===== config.mk =====
export PLATFORM = sky130hd
export DESIGN_NAME = status_value_vector
export DESIGN_NICKNAME = d
export VERILOG_FILES = /design/src/rtl/status_value_vector_pkg.sv /design/src/rtl/svv_ptr.sv /design/src/rtl/status_value_vector.sv
export SDC_FILE = /design/constraint.sdc
export NUM_CORES = 1
export LEC_CHECK = 0
export CAP_MARGIN = 40
export CORE_UTILIZATION = 64
export CTS_CLUSTER_SIZE = 16
export DETAILED_ROUTE_END_ITERATION = 7
export GPL_TIMING_DRIVEN = 0
export PLACE_DENSITY = 0.82
export SETUP_SLACK_MARGIN = 0.3
export SLEW_MARGIN = 20
export SYNTH_ARGS = -nofsm -noshare
export SYNTH_HDL_FRONTEND = slang
export SYNTH_SLANG_ARGS = --single-unit

===== constraint.sdc =====
create_clock -name clk_i -period 4.9 [get_ports clk_i]
set_clock_uncertainty 0.1 [all_clocks]
set_input_delay 0.49 -clock clk_i [delete_from_list [all_inputs] [get_ports clk_i]]
set_output_delay 0.49 -clock clk_i [all_outputs]
set_load 0.01 [all_outputs]

===== src/rtl/status_value_vector_pkg.sv =====
// Shared defaults and helpers for the status value vector.
// Holds default geometry and a portable clog2 for flows without $clog2.
package status_value_vector_pkg;

  localparam int SVV_DEPTH = 32;
  localparam int SVV_WIDTH = 4;

  // Smallest n with 2**n >= value; 0 for value <= 1.
  function automatic int svv_clog2(input int value);
    int n;
    int v;
    n = 0;
    v = 1;
    while (v < value) begin
      v = v * 2;
      n = n + 1;
    end
    return n;
  endfunction

endpackage


===== src/rtl/svv_ptr.sv =====
// Wrap-around pointer register for the status value vector.
// Ports: clk_i, rsn_i (sync, active-low), en_i (advance), ptr_o (current).
module svv_ptr
  import status_value_vector_pkg::*;
#(
  parameter int DEPTH = SVV_DEPTH,
  localparam int PW = $clog2(DEPTH)
) (
  input  logic          clk_i,
  input  logic          rsn_i,
  input  logic          en_i,
  output logic [PW-1:0] ptr_o
);

  localparam logic [PW-1:0] LAST = PW'(DEPTH - 1);

  logic [PW-1:0] ptr_q;
  logic [PW-1:0] ptr_d;

  // Explicit wrap so non power-of-two depths work.
  always_comb begin
    ptr_d = ptr_q;
    if (en_i) begin
      if (ptr_q == LAST) begin
        ptr_d = '0;
      end else begin
        ptr_d = ptr_q + 1'b1;
      end
    end
  end

  always_ff @(posedge clk_i) begin
    if (!rsn_i) begin
      ptr_q <= '0;
    end else begin
      ptr_q <= ptr_d;
    end
  end

  assign ptr_o = ptr_q;

endmodule


===== src/rtl/status_value_vector.sv =====
// Ordered status queue: DEPTH entries of WIDTH bits, oldest shown on value_o.
// Ports: clk_i, rsn_i (sync, active-low), push_i, pull_i, value_i,
//        value_o (oldest or 0), valid_o (non-empty), full_o (DEPTH stored).
module status_value_vector
  import status_value_vector_pkg::*;
#(
  parameter int DEPTH = SVV_DEPTH,
  parameter int WIDTH = SVV_WIDTH
) (
  input  logic             clk_i,
  input  logic             rsn_i,
  input  logic             push_i,
  input  logic             pull_i,
  input  logic [WIDTH-1:0] value_i,
  output logic [WIDTH-1:0] value_o,
  output logic             valid_o,
  output logic             full_o
);

  localparam int PW = $clog2(DEPTH);
  localparam int CW = $clog2(DEPTH + 1);
  localparam logic [CW-1:0] FULL_CNT = CW'(DEPTH);

  logic [WIDTH-1:0] mem_q [DEPTH];
  logic [WIDTH-1:0] mem_d [DEPTH];
  logic [DEPTH-1:0] vld_q;
  logic [DEPTH-1:0] vld_d;
  logic [CW-1:0]    count_q;
  logic [CW-1:0]    count_d;
  logic [PW-1:0]    rd_ptr;
  logic [PW-1:0]    wr_ptr;
  logic             pull_ok;
  logic             push_ok;

  // Outputs depend on registered state only.
  assign valid_o = (count_q != '0);
  assign full_o  = (count_q == FULL_CNT);
  assign value_o = valid_o ? mem_q[rd_ptr] : '0;

  // A pull frees a slot this same edge, so a full queue
  // can still take a push when it is also being pulled.
  assign pull_ok = pull_i & valid_o;
  assign push_ok = push_i & (~full_o | pull_ok);

  svv_ptr #(
    .DEPTH (DEPTH)
  ) u_rd_ptr (
    .clk_i (clk_i),
    .rsn_i (rsn_i),
    .en_i  (pull_ok),
    .ptr_o (rd_ptr)
  );

  svv_ptr #(
    .DEPTH (DEPTH)
  ) u_wr_ptr (
    .clk_i (clk_i),
    .rsn_i (rsn_i),
    .en_i  (push_ok),
    .ptr_o (wr_ptr)
  );

  // Clear before set: when full, rd_ptr == wr_ptr and the
  // slot must end up valid holding the new value.
  always_comb begin
    mem_d = mem_q;
    vld_d = vld_q;
    if (pull_ok) begin
      vld_d[rd_ptr] = 1'b0;
    end
    if (push_ok) begin
      mem_d[wr_ptr] = value_i;
      vld_d[wr_ptr] = 1'b1;
    end
  end

  always_comb begin
    count_d = count_q;
    unique case (1'b1)
      push_ok & ~pull_ok: count_d = count_q + 1'b1;
      pull_ok & ~push_ok: count_d = count_q - 1'b1;
      default:            count_d = count_q;
    endcase
  end

  always_ff @(posedge clk_i) begin
    if (!rsn_i) begin
      for (int i = 0; i < DEPTH; i++) begin
        mem_q[i] <= '0;
      end
      vld_q   <= '0;
      count_q <= '0;
    end else begin
      mem_q   <= mem_d;
      vld_q   <= vld_d;
      count_q <= count_d;
    end
  end

endmodule


# After elaboration in Yosys (flattened, before gate mapping)
# Cells that the tools add are included.
totals:
  register_bits: 144
  input_bits: 8
  wordCells: 68
op_classes:
  n_addsub: 4
  order_cmp: 3
  n_eq_ne: 3
  muxes: 10
  n_bitwise: 10
  reduce_logical: 3
ops:
  columns: ["op", "count"]
  rows:
  - ["bitwise mux 128 bit", 1]
  - ["binary-select mux 4 bit (select 5 bit)", 1]
  - ["demux 4 bit (select 5 bit)", 1]
  - ["2-to-1 mux 4 bit", 4]
  - [">= comparator 6 bit, second input constant", 2]
  - ["NOT 5 -> 6 bit", 2]
  - ["case mux 6 bit (2 select lines)", 1]
  - ["adder 5 x 1 -> 5 bit, second input constant", 2]
  - ["equality test 5 bit, second input constant", 2]
  - ["2-to-1 mux 5 bit", 2]
  - ["adder 6 x 1 -> 6 bit, second input constant", 1]
  - ["equality test 6 bit, second input constant", 1]
  - ["less-than comparator 6 x 1 -> 1 bit, second input constant", 1]
  - ["nonzero test 6 bit", 1]
  - ["subtractor 6 x 1 -> 6 bit, second input constant", 1]
  - ["AND 1 bit", 4]
  - ["NOT 1 bit", 3]
  - ["nonzero test 2 bit", 1]
  - ["logical AND 1 bit", 1]
  - ["OR 1 bit", 1]

# Longest topological paths before layout
# Gate-level depths: netlist of run 1.
depth:
  ltp_word: 7
  depth_mapped: 13
  mapped_depth_nobuf: 11

# Modules after synthesis
# Synthesis of run 1 repeated with hierarchy kept, for this count alone.
unflattened:
  cells_unflattened: 649
  hier_area_um2: 6841.6
modules_own_cells:
  columns: ["module", "instances", "cells_each", "area_each_um2"]
  rows:
  - ["status_value_vector", 1, 599, 6353.6]
  - ["svv_ptr", 2, 25, 244.0]

# Least setup slack after synthesis of run 1
# Ideal clock, no wire load.
synth_path:
  kind: "register to register"
  start: "register count_q[1]"
  end: "register count_q[2]"
  setup_ns: 0.076
  arrival_ns: 2.780
  setup_slack_ns: 1.945
  path_stages_with_launch: 13
  period_less_slack_ns: 2.955
  path_cell_list: "dfxtp_1 buf_2 or4_4 o31ai_4 inv_1 ha_1 clkbuf_1 xor2_1 ha_1 a21oi_1 xnor2_1 or3_1 a21boi_0"
synth_between:
  elab_chain_cells: 7
synth_rtl:
  columns: ["item", "line", "source"]
  rows:
  - ["from (decl)", "status_value_vector.sv:28", "logic [CW-1:0] count_q;"]
  - ["from (signal assigned)", "status_value_vector.sv:96", "count_q <= count_d;"]
  - ["nonzero test 6 bit (*)", "status_value_vector.sv:36", "assign valid_o = (count_q != '0);"]
  - ["AND 1 bit (*)", "status_value_vector.sv:42", "assign pull_ok = pull_i & valid_o;"]
  - ["net pull_ok", "status_value_vector.sv:32", "logic pull_ok;"]
  - ["OR 1 bit", "status_value_vector.sv:43", "assign push_ok = push_i & (~full_o | pull_ok);"]
  - ["AND 1 bit", "status_value_vector.sv:43", null]
  - ["NOT 1 bit", "status_value_vector.sv:81", "pull_ok & ~push_ok: count_d = count_q - 1'b1;"]
  - ["AND 1 bit", "status_value_vector.sv:81", null]
  - ["case mux 6 bit (2 select lines) / nonzero test 2 bit (equally long branches)", null, null]
# Mark *: on every way through the listed nets, which the timed path passes. The rest lies on a longest branch.
# A chain may end at the register's enable or synchronous reset.

# Worst setup path in the final report of run 1
layout_path:
  start: "register u_rd_ptr.ptr_q[1] (netlist: u_rd_ptr.ptr_o[1])"
  end: "output port value_o[1]"
layout_between:
  elab_chain_cells: 5
layout_rtl:
  columns: ["item", "line", "source"]
  rows:
  - ["from (decl)", "svv_ptr.sv:17", "logic [PW-1:0] ptr_q;"]
  - ["from (signal assigned)", "svv_ptr.sv:36", "ptr_q <= ptr_d;"]
  - ["NOT 5 -> 6 bit (implied by the code)", "status_value_vector.sv:38", "assign value_o = valid_o ? mem_q[rd_ptr] : '0;"]
  - ["binary-select mux 4 bit (select 5 bit)", "status_value_vector.sv:38", null]
  - ["2-to-1 mux 4 bit (implied by the code) (2 in a row)", "status_value_vector.sv:38", null]
  - ["2-to-1 mux 4 bit", "status_value_vector.sv:38", null]
  - ["to (decl)", "status_value_vector.sv:15", "output logic [WIDTH-1:0] value_o,"]
# No other way between the ends. The select of a mux whose other input is x is not followed.

==> results of run 1 <==
power by group:
| group | internal (mW) | switching (mW) | leakage [nW] | total [mW] |
|---|---|---|---|---|
| clock | 0.861 | 0.495 | 0.303 | 1.36 |
| combinational | 0.258 | 0.386 | 1.25 | 0.645 |
| sequential | 1.20 | 0.0405 | 1.16 | 1.25 |
| total | 2.32 | 0.922 | 2.72 | 3.25 |
cells by family after synthesis:
family	Yosys count
adder cells (fa/ha/maj)	10
flip-flops	144
AO/OA/AOI/OAI	57
multiplexers	168
buffers and inverters	52
XOR/XNOR	4
AND/OR/NAND/NOR	226
worst max-delay path by stage:
stage	slack [ps]	to	start	cells after the start
floorplan	1940	count_q[2]	count_q[1]	12
global placement	1560	count_q[4]	pull_i	13
detailed placement	1470	count_q[4]	pull_i	13
CTS	1190	value_o[3]	u_rd_ptr.ptr_o[2]	7
global route	1040	value_o[3]	u_rd_ptr.ptr_o[2]	7
finish	1160	value_o[1]	u_rd_ptr.ptr_o[1]	7
cell type report:
class                           count  area [sq um]  area share
Sequential cell                   144          2880       0.371
Buffer                             46           194      0.0250
Multi-Input combinational cell    465          3760       0.484
Tap cell                          136           170      0.0219
Clock buffer                       20           455      0.0586
Clock inverter                     10           160      0.0206
Inverter                            6          22.5     0.00290
Timing Repair Buffer               12           120      0.0155
worst reg2reg max path, delay by kind of cell, from the launching register on:
| kind | cells | cell delay [ps] |
|---|---|---|
| flops | 1 | 300 |
| fa+ha+maj | 2 | 470 |
| buf+inv | 4 | 640 |
| compound gates | 4 | 820 |
| simple gates | 1 | 580 |
| mux | 1 | 200 |
| xor+xnor | 1 | 190 |
layer usage:
metal | GRT usage | vias up
li1 | - | 2418
met1 | 0.442 | 2654
met2 | 0.584 | 274
met3 | 0.0792 | 71
met4 | 0.178 | 0
met5 | 0 | -
registers in the layout, summed over array words and instances, names as in the netlist:
name / flops
mem_q: 128
count_q: 6
u_rd_ptr.ptr_o: 5
u_wr_ptr.ptr_o: 5
stage by stage:
step	utilization	cell area, sq um	worst slack, ps	std cells
final	0.749	7770	1160	839
after global routing	0.749	7770	1040	839
after CTS	0.749	7770	1190	839
after detailed placement	0.690	7150	1470	809
after global placement	0.690	7150	1560	809
after floorplan	-	6860	1940	661
cell usage after synthesis, types with 3 or more instances:
master,number
a311oi_1,3
nor3_2,6
nor2_1,21
o22ai_1,4
mux2i_1,124
inv_1,5
ha_1,10
nand3_2,3
nand3_1,18
a21boi_0,8
mux4_2,32
nand2_1,122
buf_4,3
clkbuf_1,35
nor2b_1,23
nand2b_1,5
dfxtp_1,144
o21ai_0,23
or3_1,4
nor3_1,3
a21oi_1,6
mux2_2,12
buf_2,8
==> flow_metrics.py, run 1 <==
metrics = {
    "run_status": {
        "status": "completed",
    },
    "detailed_routing": {
        "wl_met1_um": 7630,
        "firstDrtPassIters": 5,
        "wl_um": 18600,
        "remaining_drc_errors": 0,
        "met2WireLength_um": 8920,
        "vias_per_cell": 6.46,
        "drt-initial-drc-count": 542,
        "met3WireLength_um": 1260,
        "top_layer": "met4",
        "wl_per_cell_um": 22.2,
        "ant_nets": 0,
        "vias": 5417,
    },
    "worst_setup_path": {
        "crit_path_max_incr_delay_ps": 550,
        "regToRegEndpoint": "count_q[4]",
        "reg2reg_depth": 13,
        "cp_cell_sequence": "buf_4, buf_4, mux4_2, mux2_2, o21ai_0, a311oi_1, clkdlybuf4s50_1",
        "crit_type": "flop to output pin",
        "start_kind": "flop",
        "worst-path-max-fanout": 10,
        "critPathMostFrequentCell": "buf_4",
        "cp.required_ps": 4310,
        "arrival_ps": 3150,
        "path_buf_inv": 3,
        "critPathCaptureType": "output pin",
        "r2r_slack_ps": 1520,
        "crit_family": "buffers and inverters",
        "critPathSlowestCell": "mux4_2",
        "r2r-start": "count_q[1]",
    },
    "clock_tree": {
        "cts-resized-gates": 0,
        "cts_tree": "built",
        "clock_path_buffers": 2,
        "numClockSinks": 144,
        "cts_setup_buffers": 0,
        "clock_latency_ps": 530,
        "clockRootBuffer": "clkbuf_8",
        "htree_levels": 4,
        "cts_buffers": 17,
        "worst_setup_hold_path_clk_slew_ps": 60,
        "ctsHoldBuffers": 0,
    },
    "synthesis": {
        "syn_area_sq_um": 6860,
        "synth_top_family_by_area": "multiplexers",
        "synth.distinct_cells": 51,
        "ys_seq_elements": 144,
        "yosys_warnings": 0,
        "synth-compound-area-share": 0.0558,
        "synth_largest_area_cell": "dfxtp_1",
        "synth_cells": 661,
        "synth_fa_ha_area_frac": 0.0182,
        "seq_area_frac_synth": 0.420,
        "synthMuxAreaShare": 0.306,
        "syn-mean-instance-area_sq_um": 10.4,
        "syn-num-nets": 679,
        "synth_xor_area_frac": 0.00511,
        "synthSimpleGateAreaFrac": 0.164,
        "ys_async_sr_fraction": 0,
        "synthTopCellsByArea": "dfxtp_1 (42%), mux2i_1 (18%), mux4_2 (11%), nand2_1 (6.7%), nor2b_1 (2.1%)",
        "synth_top_area_frac": 0.420,
        "synth-edff-count": 0,
        "synth-main-ff-cell": "dfxtp_1",
    },
    "grt": {
        "grt_remaining_overflow": 0,
        "grt_pass1_vias": 5596,
        "grt_usage": 0.356,
        "grt_pass1_wl_um": 29600,
        "grt_antenna_before_repair": 0,
        "grt_max_degree": 17,
    },
    "place": {
        "numPortBuffers": 12,
        "hpwl_um": 12800,
        "gp_congestion": 0.908,
    },
    "hold_path": {
        "hold-path-cell-count": 2,
        "hp-class": "flop to flop",
        "whs_endpoint": "mem_q[7]",
        "hp-start": "mem_q[7]",
    },
    "floorplanning": {
        "die_h_um": 106,
        "die_w_um": 106,
        "die_area_sq_um": 11100,
        "placementRows": 37,
        "initial_core_util": 0.662,
        "num_io_pins": 14,
        "core-area_sq_um": 10400,
    },
    "sta": {
        "finalMaxSlewViolations": 0,
        "holdWs_ps": 356,
        "period_share": 0.763,
        "hold_viol": 0,
        "rsz0062_at_grt": "false",
        "fmax_ghz": 0.267,
        "relSlewSlack": 0.407,
        "fin_crit_ps": 3740,
        "setup_tns_ps": 0,
        "finalSetupViolations": 0,
        "tightest_slew_ps": 890,
    },
    "power_and_ir_drop": {
        "vdd_ir_drop_max_mv": 0.313,
        "power_mw": 3.25,
        "p_leak_nw": 2.72,
        "power_density_nw_per_um2": 418,
    },
    "cells_and_area": {
        "final_common_cell": "dfxtp_1",
        "syn2layout_area_growth_pct": 13.2,
        "antenna_cells": 0,
        "layout.nets": 710,
        "final_cell_mix": "dfxtp_1 (144), mux2i_1 (124), nand2_1 (122)",
        "fill_cells": 699,
        "drive_gt1_frac": 0.151,
    },
    "run": {
        "cap_violations": 0,
    },
}
Note: power is estimated with default switching activity, not from simulation.
==> run 2: changes to the inputs <==
--- a/config.mk
+++ b/config.mk
@@ -6,11 +6,11 @@
 export NUM_CORES = 1
 export LEC_CHECK = 0
 export CAP_MARGIN = 40
-export CORE_UTILIZATION = 64
+export CORE_UTILIZATION = 62
 export CTS_CLUSTER_SIZE = 16
 export DETAILED_ROUTE_END_ITERATION = 7
 export GPL_TIMING_DRIVEN = 0
-export PLACE_DENSITY = 0.82
+export PLACE_DENSITY = 0.79
 export SETUP_SLACK_MARGIN = 0.3
 export SLEW_MARGIN = 20
 export SYNTH_ARGS = -nofsm -noshare
==> constraint.sdc (replaced) <==
create_clock -name clk_i -period 3.9 [get_ports clk_i]
set_clock_uncertainty 0.1 [all_clocks]
set_input_delay 0.39 -clock clk_i [delete_from_list [all_inputs] [get_ports clk_i]]
set_output_delay 0.39 -clock clk_i [all_outputs]
set_load 0.01 [all_outputs]
==> flow_metrics.py, run 2 (synthesized netlist as in run 1, its figures left out) <==
metrics = {
    "run_status": {
        "status": "completed",
    },
    "floorplanning": {
        "placementRows": 38,
        "initial_core_util": 0.636,
        "die_h_um": 107,
        "core-area_sq_um": 10800,
        "die_area_sq_um": 11500,
        "die_w_um": 107,
        "num_io_pins": 14,
    },
    "cells_and_area": {
        "final_common_cell": "dfxtp_1",
        "top_register": "mem_q",
        "final_cells": 846,
        "layout.nets": 711,
        "largest_reg_flops": 128,
        "top_regs": "mem_q (128), count_q (6)",
        "fin_util": 0.720,
        "drive_gt1_frac": 0.157,
        "antenna_cells": 0,
        "final_area_sq_um": 7770,
        "syn2layout_area_growth_pct": 13.2,
        "final_cell_mix": "dfxtp_1 (144), mux2i_1 (124), nand2_1 (122)",
    },
    "run": {
        "cap_violations": 0,
    },
    "power_and_ir_drop": {
        "power_mw": 3.98,
        "p_leak_nw": 2.71,
        "power_density_nw_per_um2": 512,
        "vdd_ir_drop_max_mv": 0.359,
    },
    "place": {
        "gp_congestion": 0.921,
        "placed_cell_area_sq_um": 7160,
        "place_inst": 813,
        "numPortBuffers": 12,
        "place_ws_ps": 567,
        "hpwl_um": 12600,
    },
    "sta": {
        "finalSetupViolations": 0,
        "fin_crit_ps": 3470,
        "period_share": 0.891,
        "finalMaxSlewViolations": 0,
        "holdWs_ps": 354,
        "fmax_ghz": 0.288,
        "fin_ws_ps": 426,
        "relSlewSlack": 0.473,
        "tightest_slew_ps": 790,
        "hold_viol": 0,
        "rsz0062_at_grt": "false",
        "setup_tns_ps": 0,
    },
    "clock_tree": {
        "worst_setup_hold_path_clk_slew_ps": 60,
        "clock_path_buffers": 2,
        "htree_levels": 4,
        "cts_buffers": 17,
        "numClockSinks": 144,
        "cts_tree": "built",
        "clockRootBuffer": "clkbuf_8",
        "clock_latency_ps": 550,
    },
    "worst_setup_path": {
        "worst-path-max-fanout": 10,
        "crit_type": "flop to output pin",
        "cp.required_ps": 3410,
        "critPathCaptureType": "output pin",
        "start_kind": "flop",
        "arrival_ps": 2980,
    },
    "detailed_routing": {
        "wl_um": 17900,
        "remaining_drc_errors": 0,
        "vias": 5247,
        "wl_per_cell_um": 21.2,
        "ant_nets": 0,
        "firstDrtPassIters": 5,
        "drt-initial-drc-count": 449,
        "vias_per_cell": 6.20,
    },
    "grt": {
        "grt_pass1_vias": 5278,
        "grt_max_degree": 17,
        "grt_usage": 0.333,
        "grt_remaining_overflow": 0,
        "grt_antenna_before_repair": 0,
        "grt_pass1_wl_um": 27900,
    },
    "hold_path": {
        "hp-class": "flop to flop",
    },
}
run 2: cell count changes in the layout (fill, tap and decap cells not counted), sizes merged:
cell      before  now
bufinv         4    2
clkinvlp       1    2
clkbuf        55   54
inv            6   11
run 2: area by class of cell:
class	instances	area (sq um)
Inverter	6	22.5
Tap cell	140	175
Clock inverter	14	155
Timing Repair Buffer	13	128
Sequential cell	144	2880
Clock buffer	18	418
Multi-Input combinational cell	465	3770
Buffer	46	214
Fill cell	756	3020
run 2: worst paths after layout:
kind,start,to,slack [ps],cells past startpoint
setup / recovery,u_rd_ptr.ptr_o[2],value_o[0],430,6
hold / removal,mem_q[111],mem_q[111],350,2
setup reg to reg,count_q[1],count_q[4],720,13
hold reg to reg,mem_q[111],mem_q[111],350,2
run 2: worst max-delay path, cell delays in order (launching register included):
cell and delay [ps]:
dfxtp_1 310, buf_2 300, buf_4 290, mux4_2 540, mux2i_1 290, a311oi_2 180, clkdlybuf4s50_1 520
run 2: report_power, final:
group | switching, mW | total, mW | leakage [nW] | internal (mW)
Combinational | 0.479 | 0.822 | 1.27 | 0.343
Sequential | 0.0528 | 1.57 | 1.16 | 1.51
Clock | 0.670 | 1.59 | 0.277 | 0.920
Total | 1.20 | 3.98 | 2.71 | 2.78
run 2: metal layers:
layer,share of wire,vias to the layer above,track usage
met5,0,-,0
met4,0.035,0,0.189
met3,0.067,53,0.0784
met2,0.49,227,0.542
met1,0.41,2561,0.405
li1,-,2406,-
run 2: timing repair:
item / CTS / global route
pin swaps: 0 / 1
gates resized for setup: 5 / 6
endpoints found under the setup margin: 4 / 5
hold buffers: 0 / 0
setup buffers: 0 / 1
